[config.mk]
export PLATFORM = sky130hd
export DESIGN_NAME = if_fetch_unit
export DESIGN_NICKNAME = d
export VERILOG_FILES = /design/src/rtl/if_fetch_unit.sv
export SDC_FILE = /design/constraint.sdc
export NUM_CORES = 1
export LEC_CHECK = 0
export CORE_MARGIN = 2
export CORE_UTILIZATION = 50
export CTS_CLUSTER_DIAMETER = 150
export DETAILED_ROUTE_END_ITERATION = 10
export PLACE_DENSITY = 0.76
export SYNTH_ARGS = -nofsm -noshare
export SYNTH_HDL_FRONTEND = slang
export SYNTH_SLANG_ARGS = --single-unit
[constraint.sdc]
create_clock -name clk -period 13.15 [get_ports clk]
set_input_delay 3.945 -clock clk [delete_from_list [all_inputs] [get_ports clk]]
set_output_delay 3.945 -clock clk [all_outputs]
set_load 0.01 [all_outputs]
[src/rtl/if_fetch_unit.sv]
// Instruction fetch stage with a direct-mapped, one-word-per-line I-cache.
// Hits are served combinationally; misses refill over a registered request/ack bus.
module if_fetch_unit #(
  parameter int pc_size   = 18,
  parameter int data_size = 32,
  parameter int lines     = 8
) (
  input  logic                 clk,
  input  logic                 rst,
  input  logic                 pc_stall,
  input  logic                 branch_taken,
  input  logic [pc_size-1:0]   branch_target,
  input  logic                 im_ack,
  input  logic [data_size-1:0] im_rdata,
  output logic [pc_size-1:0]   IF_PC,
  output logic [data_size-1:0] IF_ir,
  output logic                 if_miss_stall,
  output logic                 im_req,
  output logic [pc_size-1:0]   im_addr
);

  localparam int IDX_W = $clog2(lines);
  localparam int TAG_W = pc_size - 2 - IDX_W;
  localparam logic [pc_size-1:0] PC_STEP    = pc_size'(4);
  localparam logic [pc_size-1:0] ALIGN_MASK = ~pc_size'(3);

  typedef enum logic [0:0] {
    S_LOOKUP = 1'b0,
    S_MISS   = 1'b1
  } state_t;

  function automatic logic [pc_size-1:0] word_align(input logic [pc_size-1:0] addr);
    return addr & ALIGN_MASK;
  endfunction

  state_t                 r_state;
  state_t                 w_next_state;
  logic [pc_size-1:0]     r_pc;
  logic                   r_im_req;
  logic                   r_pend;
  logic [pc_size-1:0]     r_pend_target;
  logic [lines-1:0]       r_valid;
  logic [TAG_W-1:0]       r_tag  [lines];
  logic [data_size-1:0]   r_data [lines];

  logic [IDX_W-1:0]       w_idx;
  logic [TAG_W-1:0]       w_tag;
  logic                   w_hit;
  logic                   w_fill;
  logic [pc_size-1:0]     w_branch_pc;
  logic [pc_size-1:0]     w_pc_next;
  logic                   w_pend_next;
  logic [pc_size-1:0]     w_pend_target_next;

  assign w_idx       = r_pc[1+IDX_W:2];
  assign w_tag       = r_pc[pc_size-1:2+IDX_W];
  assign w_branch_pc = word_align(branch_target);
  assign w_hit       = (r_state == S_LOOKUP) && r_valid[w_idx] && (r_tag[w_idx] == w_tag);
  // A refill completes only while a request is actually outstanding.
  assign w_fill      = (r_state == S_MISS) && r_im_req && im_ack;

  // FSM state register
  always_ff @(posedge clk) begin
    if (rst) begin
      r_state <= S_LOOKUP;
    end else begin
      r_state <= w_next_state;
    end
  end

  // FSM next-state logic
  always_comb begin
    w_next_state = r_state;
    case (r_state)
      S_LOOKUP: begin
        if (w_hit) begin
          w_next_state = S_LOOKUP;
        end else begin
          w_next_state = S_MISS;
        end
      end
      S_MISS: begin
        if (w_fill) begin
          w_next_state = S_LOOKUP;
        end else begin
          w_next_state = S_MISS;
        end
      end
      default: w_next_state = S_LOOKUP;
    endcase
  end

  // FSM outputs: fetch presentation and refill bus
  always_comb begin
    IF_PC   = r_pc;
    im_req  = r_im_req;
    im_addr = word_align(r_pc);
    if (w_hit) begin
      IF_ir         = r_data[w_idx];
      if_miss_stall = 1'b0;
    end else begin
      IF_ir         = {data_size{1'b0}};
      if_miss_stall = 1'b1;
    end
  end

  // Next PC and pending-redirect bookkeeping; redirects seen during a miss apply after refill
  always_comb begin
    w_pc_next          = r_pc;
    w_pend_next        = r_pend;
    w_pend_target_next = r_pend_target;
    case (r_state)
      S_LOOKUP: begin
        if (w_hit) begin
          if (pc_stall) begin
            w_pc_next = r_pc;
          end else if (branch_taken) begin
            w_pc_next = w_branch_pc;
          end else begin
            w_pc_next = r_pc + PC_STEP;
          end
        end else if (branch_taken) begin
          w_pend_next        = 1'b1;
          w_pend_target_next = w_branch_pc;
        end else begin
          w_pend_next = r_pend;
        end
      end
      S_MISS: begin
        if (w_fill) begin
          w_pend_next = 1'b0;
          if (branch_taken) begin
            w_pc_next = w_branch_pc;
          end else if (r_pend) begin
            w_pc_next = r_pend_target;
          end else begin
            w_pc_next = r_pc;
          end
        end else if (branch_taken) begin
          w_pend_next        = 1'b1;
          w_pend_target_next = w_branch_pc;
        end else begin
          w_pend_next = r_pend;
        end
      end
      default: begin
        w_pc_next   = r_pc;
        w_pend_next = 1'b0;
      end
    endcase
  end

  // PC, request, pending redirect and valid bits
  always_ff @(posedge clk) begin
    if (rst) begin
      r_pc          <= {pc_size{1'b0}};
      r_im_req      <= 1'b0;
      r_pend        <= 1'b0;
      r_pend_target <= {pc_size{1'b0}};
      r_valid       <= {lines{1'b0}};
    end else begin
      r_pc          <= w_pc_next;
      r_im_req      <= (w_next_state == S_MISS);
      r_pend        <= w_pend_next;
      r_pend_target <= w_pend_target_next;
      if (w_fill) begin
        r_valid[w_idx] <= 1'b1;
      end else begin
        r_valid <= r_valid;
      end
    end
  end

  // Tag and data arrays carry no reset; the valid bits qualify them
  always_ff @(posedge clk) begin
    if (!rst && w_fill) begin
      r_tag[w_idx]  <= w_tag;
      r_data[w_idx] <= im_rdata;
    end
  end

  if_fetch_unit_chk #(
    .pc_size   (pc_size),
    .data_size (data_size)
  ) u_chk (
    .clk           (clk),
    .rst           (rst),
    .im_req        (im_req),
    .im_ack        (im_ack),
    .im_addr       (im_addr),
    .if_miss_stall (if_miss_stall),
    .IF_ir         (IF_ir),
    .IF_PC         (IF_PC)
  );

endmodule

// Interface invariants of the fetch unit, observed from its ports only.
module if_fetch_unit_chk #(
  parameter int pc_size   = 18,
  parameter int data_size = 32
) (
  input logic                 clk,
  input logic                 rst,
  input logic                 im_req,
  input logic                 im_ack,
  input logic [pc_size-1:0]   im_addr,
  input logic                 if_miss_stall,
  input logic [data_size-1:0] IF_ir,
  input logic [pc_size-1:0]   IF_PC
);

  a_req_implies_stall: assert property (@(posedge clk) im_req |-> if_miss_stall);

  a_stall_is_nop: assert property (@(posedge clk) if_miss_stall |-> (IF_ir == {data_size{1'b0}}));

  a_req_held: assert property (@(posedge clk)
    (im_req && !im_ack && !rst) |=> (im_req && $stable(im_addr)));

  a_reset_state: assert property (@(posedge clk)
    rst |=> (!im_req && (IF_PC == {pc_size{1'b0}})));

endmodule
==> results by stage, run 1 <==
Status:
- The flow ran to the end, and the final reports show no timing, DRC or antenna violations.

Setup path:
- The setup check on the worst reg-to-reg path leaves a slack of 8520 ps.
- The signal on the critical path passes through buf_4 > mux4_2 > mux2i_1 > xnor2_1 > nor4_2 > nand4_2 > buf_4 > nor2_1 > clkdlybuf4s50_1.
- The launching element type of the critical path is a register.
- For the worst setup path, the data arrival time is 5020 ps.
- The count of buffer and inverter cells on the critical path is 3.
- The endpoint identified for the worst register-to-register timing path is r_pend_target[3].
- For the worst setup path, the data required time is 9200 ps.
- In this run the worst path has a maximum fanout of 48.
- The cell type group with the largest total delay on the critical path is buffers and inverters.
- The type of destination of the critical path is a primary output.
- The worst setup path is of the reg -> out kind.
- Counting stages on the worst path, the most repeated cell is sky130_fd_sc_hd__buf_4.
- The number of cells traversed by the worst register-to-register path is 9.
- The maximum single-stage delay on the critical path is around 920 ps.
- On the critical path, the stage with the largest delay is an instance of sky130_fd_sc_hd__dfxtp_4.

Routing:
- The initial DRC count is 621.
- After detailed routing, the number of remaining DRC violations is 0.
- The detailed-route vias per instance is around 5.7.
- The remaining antenna violation count is 0.
- In the final routed layout, each cell accounts on average for 22.1 µm.
- Summed over all layers, the routed wires come to 32800 µm.
- The routed layout has 8411 vias.
- The first detailed-routing pass ran for 5 iterations.

Global routing:
- The total grt overflow is 0.
- The via count of the first global-routing pass is 8542.
- The global-route usage over all layers is 19.3%.
- Entering global routing, the biggest net connects 64 pins.
- The initial antenna violation count is 1.
- The first-pass GRT wire length is a little under 50000 µm.

Timing:
- Setup violations remaining at the end of the flow were counted as 0.
- The total negative slack is 0 ps.
- The slew at the pin closest to its max-slew limit is 1180 ps.
- The number of slew-limit violations in the final report was 0.
- Derived from the worst setup path, the maximum achievable clock frequency is approximately 0.11 GHz.
- In the finished design, the share of the clock period the worst path needs comes to 68.2%.
- Setup repair after global routing left no endpoint under its margin.
- The final count of hold timing violations is 0.
- Subtracting the final worst setup slack from the clock period gives ~9000 ps.
- The final setup skew is ~18 ps.
- The worst setup slack after layout is 4190 ps.
- The normalized max-slew margin is 20.7%.

CTS:
- The cts-stage hold buffer count is 0.
- After clock tree synthesis, the repair step resized 0 gates.
- The tree built by TritonCTS fans out to 409 sinks.
- The clock root buffer master is sky130_fd_sc_hd__clkbuf_16.
- The CTS buffer count is between 40 and 50.
- The number of buffers inserted by post-CTS setup repair is 0.
- The buffer levels on the longest clock path is 3.
- The H-tree depth reported by CTS is 2.
- The clock latency at the later pin of the worst-skew pair is 530 ps.
- TritonCTS built the clock tree.
- Clock-pin slew was measured on the worst setup and hold paths at 60 ps.

Worst hold path:
- The path type of the worst min-delay path is reg -> reg.
- The number of stages on the worst hold path is 1.
- The startpoint of the most critical hold path is r_valid[3].
- The worst-case hold path end point is r_valid[3].

Logic synthesis:
- Of the synthesized area, sequential elements account for approximately 72%.
- After Yosys synthesis, full adders, half adders and majority gates account for 0.0762% of the synthesized area.
- The number of enable flip-flop cells after synthesis is 360.
- By area, the combinational part of the netlist is dominated by multiplexers.
- Summed over its instances, the top area cell type makes up between 60% and 70% of the synthesized netlist area.
- The synthesis-stage register bit count is 409.
- The most common cell in the synthesized netlist is sky130_fd_sc_hd__edfxtp_1.
- By count the netlist is led by 360 x sky130_fd_sc_hd__edfxtp_1, 90 x sky130_fd_sc_hd__mux4_2, 57 x sky130_fd_sc_hd__mux2i_1, 49 x sky130_fd_sc_hd__dfxtp_1, 49 x sky130_fd_sc_hd__nor2_1.
- The synthesized netlist devotes 4.27% of its cell area to compound gates.
- The Yosys step of the flow raised 0 warnings.
- After technology mapping, the gate count stands at 897.
- The async set or reset register ratio after synthesis is 0%.
- Of the post-synthesis cell area, the part taken by muxes is 16.1%.
- The post-synthesis instance area is 16400 µm².
- In the post-synthesis netlist, the biggest area contributors are sky130_fd_sc_hd__edfxtp_1 66%, sky130_fd_sc_hd__mux4_2 12%, sky130_fd_sc_hd__dfxtp_1 6.0%, sky130_fd_sc_hd__mux2i_1 3.5%, sky130_fd_sc_hd__nor2_1 1.1%.
- The count of different cell masters after synthesis is 52.
- The commonest register cell after synthesis is sky130_fd_sc_hd__edfxtp_1.
- The synthesized-area fraction occupied by xor and xnor cells is roughly 1.4%.
- The largest total area in the synthesized netlist belongs to sky130_fd_sc_hd__edfxtp_1.
- Averaged over all synthesized cells, the footprint is 18.3 µm².
- The post-synthesis simple-gate area fraction is 3.80%.

Floorplan:
- The I/O pin count is 125.
- The floorplan has 66 rows.
- The region available for standard cell placement spans 32500 µm².
- The chip height is 185 µm.
- The horizontal die dimension is about 190 µm.
- The area enclosed by the die boundary is 34300 µm².
- The initial core utilization is 50.6%.

Final layout:
- Of the cells placed in the final design, the portion with a size suffix greater than 1 is 19.1%.
- After filler insertion, the fill cell instance count of the layout stands at 2302.
- From synthesis to final layout, the design area changed by 17.9%.
- The area used by sequential logic in the layout is ~12000 µm².
- After routing the design area is 19400 µm².
- The number of nets in the finished design is 1061.
- The total inserted antenna cells is 0.
- The multi-input combinational cell area is 4270 µm².
- For this run, the number of standard cells in the final layout without fillers is between 1000 and 1500.

Place:
- In this run, placement finished with an instance count of 1404.
- The worst setup slack before clock tree synthesis is ~4600 ps.
- In this run the cell area measured after placement is roughly 18000 µm².
- The wire-length estimate of the detail-placed layout is 17300 µm.
- The number of buffers added on ports is 120.
- The congestion estimate from routability-driven global placement came to 0.749.

Power and ir drop:
- The analysis attributes to cell leakage a power of 0.00599 µW.
- Dividing total power by cell area gives a power density of 141 nW/µm².
- The maximum vdd ir drop is slightly below 0.00009 V.

Job:
- The max capacitance violation total is 0.
[through the flow]
| stage | utilization (%) | power [µW] | hold slack [ps] |
|---|---|---|---|
| global placement | 55.4 | 1590 | 429 |
| detailed placement | 55.4 | 1600 | 442 |
| CTS | 59.6 | 2750 | 455 |
| global route | 59.6 | 2810 | 473 |
| finish | 59.6 | 2730 | 455 |
| floorplan | - | 1550 | 421 |
[report_power, final]
part           total [µW]  internal [µW]  switching [µW]
Clock                1160            699             466
Sequential           1440           1420            14.7
Combinational         133           65.3            67.3
Total                2730           2180             548
[routing by layer]
metal	global-route usage, %	wire length, µm	up-vias
met3	3.62	2020	42
met1	26.1	14100	4302
met4	4.51	476	2
li1	-	-	3782
met2	32.6	16200	283
met5	0	11	-
[flip-flops by register name (all words and copies together), names as in the netlist, named ones only]
register and count:
IF_PC 18, r_pend 1, r_data 256, r_valid 8
im_req 1, r_tag 104, r_pend_target 18
[how the worst max path moves through the flow]
stage          depth (start not counted)     start           end  slack, ps
2_1_floorplan                          4       rst  r_data[0][0]       5160
3_3_place_gp                           9  register     IF_ir[19]       4660
3_5_place_dp                           9  register     IF_ir[10]       4580
4_1_cts                                9  register      IF_ir[1]       3980
5_1_grt                                9  register      IF_ir[1]       3780
6_report                               9  register     IF_ir[27]       4190
[layout make-up]
class | instances | share of cell area (%)
multi-input combinational | 407 | 22.0
clock inverter | 15 | 0.769
clock buffer | 61 | 6.28
timing repair buffer | 140 | 6.98
sequential | 409 | 61.0
tap | 442 | 2.86
inverter | 6 | 0.116
[placed cells by master (no fill, tap or decap), drive strengths merged, types with 4 or more instances in the layout]
cell           netlist  routed
buf                 36      20
a31o                15      15
xnor2               20      20
clkbuf              40      61
nand3                5       5
mux2                 4       4
mux2i               57      57
clkinv               0      10
dfxtp               49      49
o41ai                7       7
nand2b               5       5
inv                  6       8
nand2               40      40
mux4                90      90
o21ai               16      16
edfxtp             360     360
nand4                5       5
nor3                 7       7
a21o                 8       8
o211ai              10      10
xor2                 6       6
nor2                49      49
a21oi               27      27
nor4                 4       4
clkdlybuf4s50        0     120
[logic make-up after synthesis]
| group | count (synthesis) |
|---|---|
| flip-flops | 409 |
| AND/OR/NAND/NOR | 128 |
| multiplexers | 151 |
| other | 1 |
| buffers and inverters | 82 |
| AO/OA/AOI/OAI | 99 |
| adder cells (fa/ha/maj) | 1 |
| XOR/XNOR | 26 |
[worst register-to-register path: stages (launching register included)]
cell                      delay [ps]
sky130_fd_sc_hd__dfxtp_4         920
sky130_fd_sc_hd__buf_4           870
sky130_fd_sc_hd__mux4_2          620
sky130_fd_sc_hd__mux2i_1         210
sky130_fd_sc_hd__xnor2_1         110
sky130_fd_sc_hd__nor4_2          420
sky130_fd_sc_hd__a41oi_2         190
sky130_fd_sc_hd__buf_4           300
sky130_fd_sc_hd__and2_1          500
sky130_fd_sc_hd__a31o_2          370
(Power assumes the default switching activity.)
==> inputs of run 2 (changes only) <==
Settings changed: PLACE_DENSITY 0.76 to 0.79.
Clock period 13.15 ns to 7.6 ns, I/O delays scaled along.
==> run 2 against run 1 <==
Compared with the run above:
- combinational power up 71%
- total power is 74% higher
- routed wire length up 2.8%
- largest power group unchanged
==> results by stage, run 2 (synthesis results as in run 1) <==
Status:
- The flow ran to the end, and the final reports show no timing, DRC or antenna violations.

Setup path:
- The flop-to-flop setup slack was 3800 ps (-4720 ps).
- The top fanout value on the critical path was 41 (-15%).
- The number of cells traversed by the worst register-to-register path is 8 (-1).
- The type of destination of the critical path is a primary output.
- The data arrival time of the critical path is 4250 ps (-770 ps).
- The data required time of the worst path was 5320 ps (-3880 ps).
- The launching element type of the critical path is a register.
- The reg-to-reg critical path endpoint is r_pend_target[17].
- The critical path in this run is classified as reg -> out.

Final layout:
- The total inserted antenna cells is 0 (unchanged).
- r_data holds more flip-flops than any other register.
- The number of flip-flops in the largest register is 256 (unchanged).
- The most common cell after layout, fill and taps aside is sky130_fd_sc_hd__edfxtp_1.
- The number of nets in the finished design is 1069 (+0.75%).
- The fraction of layout cells with a size suffix above 1 is 20.0% (+0.91 points).
- The largest registers in the layout are r_data (256), r_tag (104).
- The area growth from synthesis to final layout is 18.3%.
- The top cell types in the final layout, fill and taps aside, are 360 x sky130_fd_sc_hd__edfxtp_1, 120 x sky130_fd_sc_hd__clkdlybuf4s50_1, 90 x sky130_fd_sc_hd__mux4_2, 57 x sky130_fd_sc_hd__mux2i_1, 46 x sky130_fd_sc_hd__dfxtp_1.
- The final-layout fill cell count came to 2312 (+0.43%).

Job:
- The max capacitance violation total was 0 (unchanged).

Timing:
- The number of slew-limit violations in the final report came to 0 (unchanged).
- The final setup skew is 15.7 ps (-2.27 ps).
- The slew at the pin closest to its max-slew limit was 1090 ps (-96.9 ps).
- Setup repair after global routing left no endpoint under its margin.
- The worst setup slack after layout was 1070 ps (-3120 ps).
- The total negative slack came to 0 ps (unchanged).
- The number of failing setup endpoints in the final timing report came to 0 (unchanged).
- Subtracting the final worst setup slack from the clock period gives 6530 ps.
- The maximum clock rate is 0.153 GHz.
- The final count of hold timing violations is 0 (unchanged).
- The share of the clock period used by the worst path after layout is 86.0%.
- The normalized max-slew margin is 27.4% (+6.7 points).

Routing:
- The count of vias placed by the detailed router was 8593 (+2.2%).
- The remaining design rule violation count was 0 (unchanged).
- The remaining antenna violation count is 0 (unchanged).
- The detailed-route vias per instance is 5.77 (+1.6%).
- The average detailed-routed wire length per instance is 22.6 µm (+2.2%).
- The initial DRC count is 799 (+29%).
- The number of optimization iterations in the first detailed-route pass was 5 (unchanged).
- The sum of routed wire length over all layers was 33700 µm (+2.8%).

Power and ir drop:
- The overall power after layout came to 4740 µW (+74%).
- The power density relative to cell area was 244 nW/µm² (+73%).
- The leakage power figure is 0.00604 µW (+0.84%).
- The maximum vdd ir drop is 0.000192 V (+120%).

CTS:
- The quantity of gates resized following cts is 0 (unchanged).
- TritonCTS built the clock tree.
- The number of sinks on the clock net was 409 (unchanged).
- The buffer levels on the longest clock path is 3 (unchanged).
- The clock latency at the later pin of the worst-skew pair is 530 ps (about the same).
- The clock-pin slew on the worst setup and hold paths was 60 ps (about the same).
- The CTS buffer count was 41 (unchanged).
- The cell sitting at the root of the clock tree is a sky130_fd_sc_hd__clkbuf_16.
- The cts-stage hold buffer count is 0 (unchanged).
- The H-tree depth reported by CTS is 2 (unchanged).
- The number of buffers inserted by post-CTS setup repair is 0 (unchanged).

Floorplan:
- The placeable core area was 32500 µm² (unchanged).
- The chip height is 185 µm (unchanged).
- The area enclosed by the die boundary is 34300 µm² (unchanged).
- The initial core utilization is 50.6% (unchanged).
- The horizontal die dimension is 185 µm (unchanged).
- The I/O pin count is 125 (unchanged).
- The number of placement rows is 66 (unchanged).

Place:
- The worst setup slack before clock tree synthesis is 1570 ps (-3010 ps).
- The number of buffers added on ports came to 120 (unchanged).
- The final weighted congestion in routability-driven placement came to 0.784 (+4.7%).
- The HPWL reported at the end of detailed placement is 19000 µm (+10%).

Global routing:
- The first-pass GRT wire length is 51300 µm (+3.6%).
- The global-route usage over all layers came to 20.0% (+0.73 points).
- The initial antenna violation count is 0 (-1).
- The via count of the first global-routing pass was 8754 (+2.5%).
- The total grt overflow is 0 (unchanged).
- The largest net degree at the start of global routing came to 66 (+3.1%).

Worst hold path:
- The tightest min-delay check is of the reg -> reg type.
- The startpoint of the most critical hold path is r_valid[4].
- The path with the worst hold slack has its endpoint at r_valid[4].
- The number of stages on the worst hold path came to 1 (unchanged).
-- run 2: cell count changes in the layout (fill, tap and decap cells not counted), sizes merged --
cell / delta
clkbuf: -11
clkinv: +9
buf: +8
bufinv: +2
clkinvlp: +1
inv: -1
-- run 2: layout make-up --
type	instances	area (µm²)	area share (%)
Clock buffer	50	1100	5.67
Clock inverter	26	273	1.40
Inverter	6	22.5	0.116
Multi-Input combinational cell	407	4270	22.0
Sequential cell	409	11800	60.7
Tap cell	442	553	2.85
Timing Repair Buffer	148	1410	7.26
-- run 2: per-layer routing --
| metal | GRT usage (%) | up-vias | share of wire (%) |
|---|---|---|---|
| met3 | 2.85 | 50 | 6.5 |
| li1 | - | 3791 | - |
| met2 | 32.6 | 350 | 49 |
| met4 | 5.62 | 0 | 2.1 |
| met5 | 0 | - | 0 |
| met1 | 28.4 | 4402 | 43 |
-- run 2: power by group --
group | internal [µW] | switching [µW] | leakage [µW]
registers | 2460 | 28.9 | 0.00363
clock network | 1210 | 823 | 0.000674
logic | 114 | 113 | 0.00174
total | 3780 | 965 | 0.00604
-- run 2: worst max-delay path by stage --
stage	end	slack, ps	cells after the start	startpoint
final	IF_ir[22]	1070	8	register
after global routing	IF_ir[11]	770	8	register
after CTS	IF_ir[11]	950	8	register
after detailed placement	IF_ir[11]	1570	8	register
after global placement	IF_ir[11]	1590	8	register
after floorplan	r_data[0][0]	1270	4	rst
-- run 2: metrics by stage --
stage	hold WS [ps]	cells	cell area, µm²	utilization (%)
after floorplan	421	898	16400	-
after global placement	427	1412	18100	55.6
after global routing	473	1488	19400	59.9
after CTS	455	1488	19400	59.9
final	452	1488	19400	59.9
after detailed placement	441	1412	18100	55.6
-- run 2: worst max-delay path, cell delays in order, from the launching register on --
cell	delay, ps
sky130_fd_sc_hd__dfxtp_4	870
sky130_fd_sc_hd__mux4_2	620
sky130_fd_sc_hd__mux2i_1	250
sky130_fd_sc_hd__xnor2_1	120
sky130_fd_sc_hd__nor4_2	450
sky130_fd_sc_hd__nand4_2	250
sky130_fd_sc_hd__buf_4	330
sky130_fd_sc_hd__nor2_1	220
sky130_fd_sc_hd__clkdlybuf4s50_1	560
==> inputs of run 3 (changes only) <==
Settings changed: CORE_UTILIZATION 50 to 45, PLACE_DENSITY 0.79 to 0.73.
==> run 3 against run 2 <==
Compared with the run above:
- non-clock buffer count decreased by 6
- clock skew rose by 17 ps
- sequential share of layout area increased by 0.22 points
- combinational power about the same
- worst setup slack worse by 97 ps
- cell count grew 0.94%
- final area down 0.36%
- total power shrank 1.6%
- routed wire length decreased by 0.67%
- sequential cell count did not move
- highest routed layer unchanged
==> results by stage, run 3 (synthesis results as in run 1) <==
Worst hold path:
- In this run the most critical hold path is launched from r_valid[0].
- The min-delay analysis places its worst path in the category reg -> reg.
- The path with the worst hold slack has its endpoint at r_valid[0].
- The number of stages on the worst hold path was 1 (unchanged).

Place:
- The placed instance count is 1425 (+0.92%).
- The HPWL reported at the end of detailed placement is 18100 µm (-4.8%).
- The number of buffers added on ports was 120 (unchanged).
- The area of placed instances is 18000 µm² (-0.12%).
- The final weighted congestion in routability-driven placement is 0.779 (-0.70%).

Setup path:
- The data arrival time of the critical path came to 4350 ps (+100 ps).
- The flop-to-flop setup slack is 3740 ps (-60 ps).
- The launching element type of the critical path is a register.
- The critical path is of the reg -> out type.
- The endpoint identified for the worst register-to-register timing path is r_pend_target[4].
- The top fanout value on the critical path is 40 (-2.4%).
- The type of destination of the critical path is a primary output.
- The maximum single-stage delay on the critical path is 870 ps (about the same).
- The data required time of the worst path is 5320 ps (about the same).
- The critical path goes through mux4_2 > mux2i_1 > xnor2_1 > nor4_2 > nand4_2 > buf_4 > nor2_1 > clkdlybuf4s50_1.
- The number of cells traversed by the worst register-to-register path is 8 (unchanged).
- The slowest stage of the critical path is the sky130_fd_sc_hd__dfxtp_4 cell.

Final layout:
- The area growth from synthesis to final layout is 17.9%.
- The largest registers in the layout are r_data (256), r_tag (104).
- The multi-input combinational cell area is 4270 µm² (unchanged).
- The cell area after layout is 19400 µm² (-0.36%).
- The share of the core filled with cells is 54.2% (-5.7 points).
- The number of flip-flops in the largest register is 256 (unchanged).
- The final-layout fill cell count is 2801 (+21%).
- The most common cell after layout, fill and taps aside is sky130_fd_sc_hd__edfxtp_1.
- The fraction of layout cells with a size suffix above 1 was 19.2% (-0.75 points).
- The area used by sequential logic in the layout came to 11800 µm² (unchanged).
- The number of nets in the finished design is 1064 (-0.47%).
- In the layout the commonest cells are 360 x sky130_fd_sc_hd__edfxtp_1, 120 x sky130_fd_sc_hd__clkdlybuf4s50_1, 90 x sky130_fd_sc_hd__mux4_2, 57 x sky130_fd_sc_hd__mux2i_1, 46 x sky130_fd_sc_hd__dfxtp_1.
- The most flop-heavy register is r_data.
- The post-route non-filler standard cell count is 1502 (+0.94%).

Routing:
- The average detailed-routed wire length per instance is 22.3 µm (-1.6%).
- The remaining design rule violation count is 0 (unchanged).
- The detailed-route vias per instance is 5.63 (-2.4%).
- The number of optimization iterations in the first detailed-route pass is 5 (unchanged).
- The initial DRC count is 644 (-19%).
- The count of vias placed by the detailed router is 8462 (-1.5%).
- The sum of routed wire length over all layers is 33400 µm (-0.67%).
- The remaining antenna violation count is 0 (unchanged).

Floorplan:
- The I/O pin count is 125 (unchanged).
- The initial core utilization is 45.9% (-4.7 points).
- The horizontal die dimension is 195 µm (+5.3%).
- The area enclosed by the die boundary came to 38000 µm² (+11%).
- The chip height is 195 µm (+5.3%).
- The number of placement rows is 69 (+4.5%).
- The placeable core area came to 35700 µm² (+10%).

Power and ir drop:
- The maximum vdd ir drop is 0.000135 V (-29%).
- The power density relative to cell area came to 241 nW/µm² (-1.2%).
- The leakage power figure is 0.00599 µW (-0.96%).

Timing:
- The total negative slack came to 0 ps (unchanged).
- The final count of hold timing violations came to 0 (unchanged).
- The normalized max-slew margin is 28.3% (+0.81 points).
- The maximum clock rate is 0.151 GHz (-1.5%).
- The tightest hold margin is 453 ps (+0.844 ps).
- The slew at the pin closest to its max-slew limit came to 1080 ps (-9.51 ps).
- Setup repair after global routing left no endpoint under its margin.
- The number of slew-limit violations in the final report is 0 (unchanged).
- The number of failing setup endpoints in the final timing report is 0 (unchanged).
- The share of the clock period used by the worst path after layout was 87.3% (+1.3 points).
- The final setup skew is 32.3 ps (+16.6 ps).
- The final critical delay including setup and external delays is 6630 ps (+97.2 ps).

CTS:
- The clock latency at the later pin of the worst-skew pair came to 540 ps (about the same).
- CTS placed an instance of sky130_fd_sc_hd__clkbuf_16 at the clock tree root.
- The clock tree from TritonCTS is built.
- The quantity of gates resized following cts came to 0 (unchanged).
- The clock-pin slew on the worst setup and hold paths is 60 ps (about the same).
- The number of sinks on the clock net is 409 (unchanged).
- The cts-stage hold buffer count is 0 (unchanged).
- The number of buffers inserted by post-CTS setup repair is 0 (unchanged).
- The buffer levels on the longest clock path was 3 (unchanged).
- The H-tree depth reported by CTS is 2 (unchanged).
- The CTS buffer count is 42 (+2.4%).

Status:
- The run finished with clean final reports.

Global routing:
- The first-pass GRT wire length is 51500 µm (+0.27%).
- The global-route usage over all layers is 17.7% (-2.3 points).
- The largest net degree at the start of global routing is 65 (-1.5%).
- The via count of the first global-routing pass was 8873 (+1.4%).
- The total grt overflow is 0 (unchanged).
- The initial antenna violation count was 0 (unchanged).

Job:
- The max capacitance violation total is 0 (unchanged).
==> run 3: where the power goes <==
| group | switching, µW | leakage (µW) | internal (µW) |
|---|---|---|---|
| clock | 815 | 0.000648 | 1140 |
| combinational | 112 | 0.00171 | 113 |
| sequential | 29.6 | 0.00363 | 2460 |
| total | 956 | 0.00599 | 3710 |
==> run 3: stage by stage <==
stage	total power [µW]	setup slack (ps)
after floorplan	2670	1270
after global routing	4820	680
final	4670	968
after CTS	4710	944
after detailed placement	2760	1490
after global placement	2760	1480
==> run 3: worst max-delay path by stage <==
stage / from / end / cells after the start
after CTS: register / IF_ir[1] / 8
after global placement: register / IF_ir[1] / 8
after global routing: register / IF_ir[1] / 8
after floorplan: rst / r_data[0][0] / 4
after detailed placement: register / IF_ir[1] / 8
final: register / IF_ir[1] / 8
==> run 3: metal layers <==
metal | up-vias | wire, µm | track usage, %
met5 | - | 0 | 0
met4 | 0 | 636 | 4.69
met3 | 57 | 1810 | 2.57
met2 | 272 | 16200 | 29.1
met1 | 4349 | 14800 | 25.0
li1 | 3784 | - | -
==> run 3: layout make-up <==
cell class	count	share of cell area, %
multi-input combinational	407	22.0
inverter	6	0.116
clock inverter	23	1.09
clock buffer	53	5.75
timing repair buffer	142	7.06
tap	461	2.98
sequential	409	61.0
antenna	1	0.0129
==> run 3: worst max-delay path: cells and delay by family (launching register included) <==
| kind | cells | cell delay, ps |
|---|---|---|
| buffers and inverters | 2 | 910 |
| xor gates and xnor gates | 1 | 120 |
| muxes | 2 | 870 |
| DFF | 1 | 870 |
| and+or+nand+nor | 3 | 1030 |
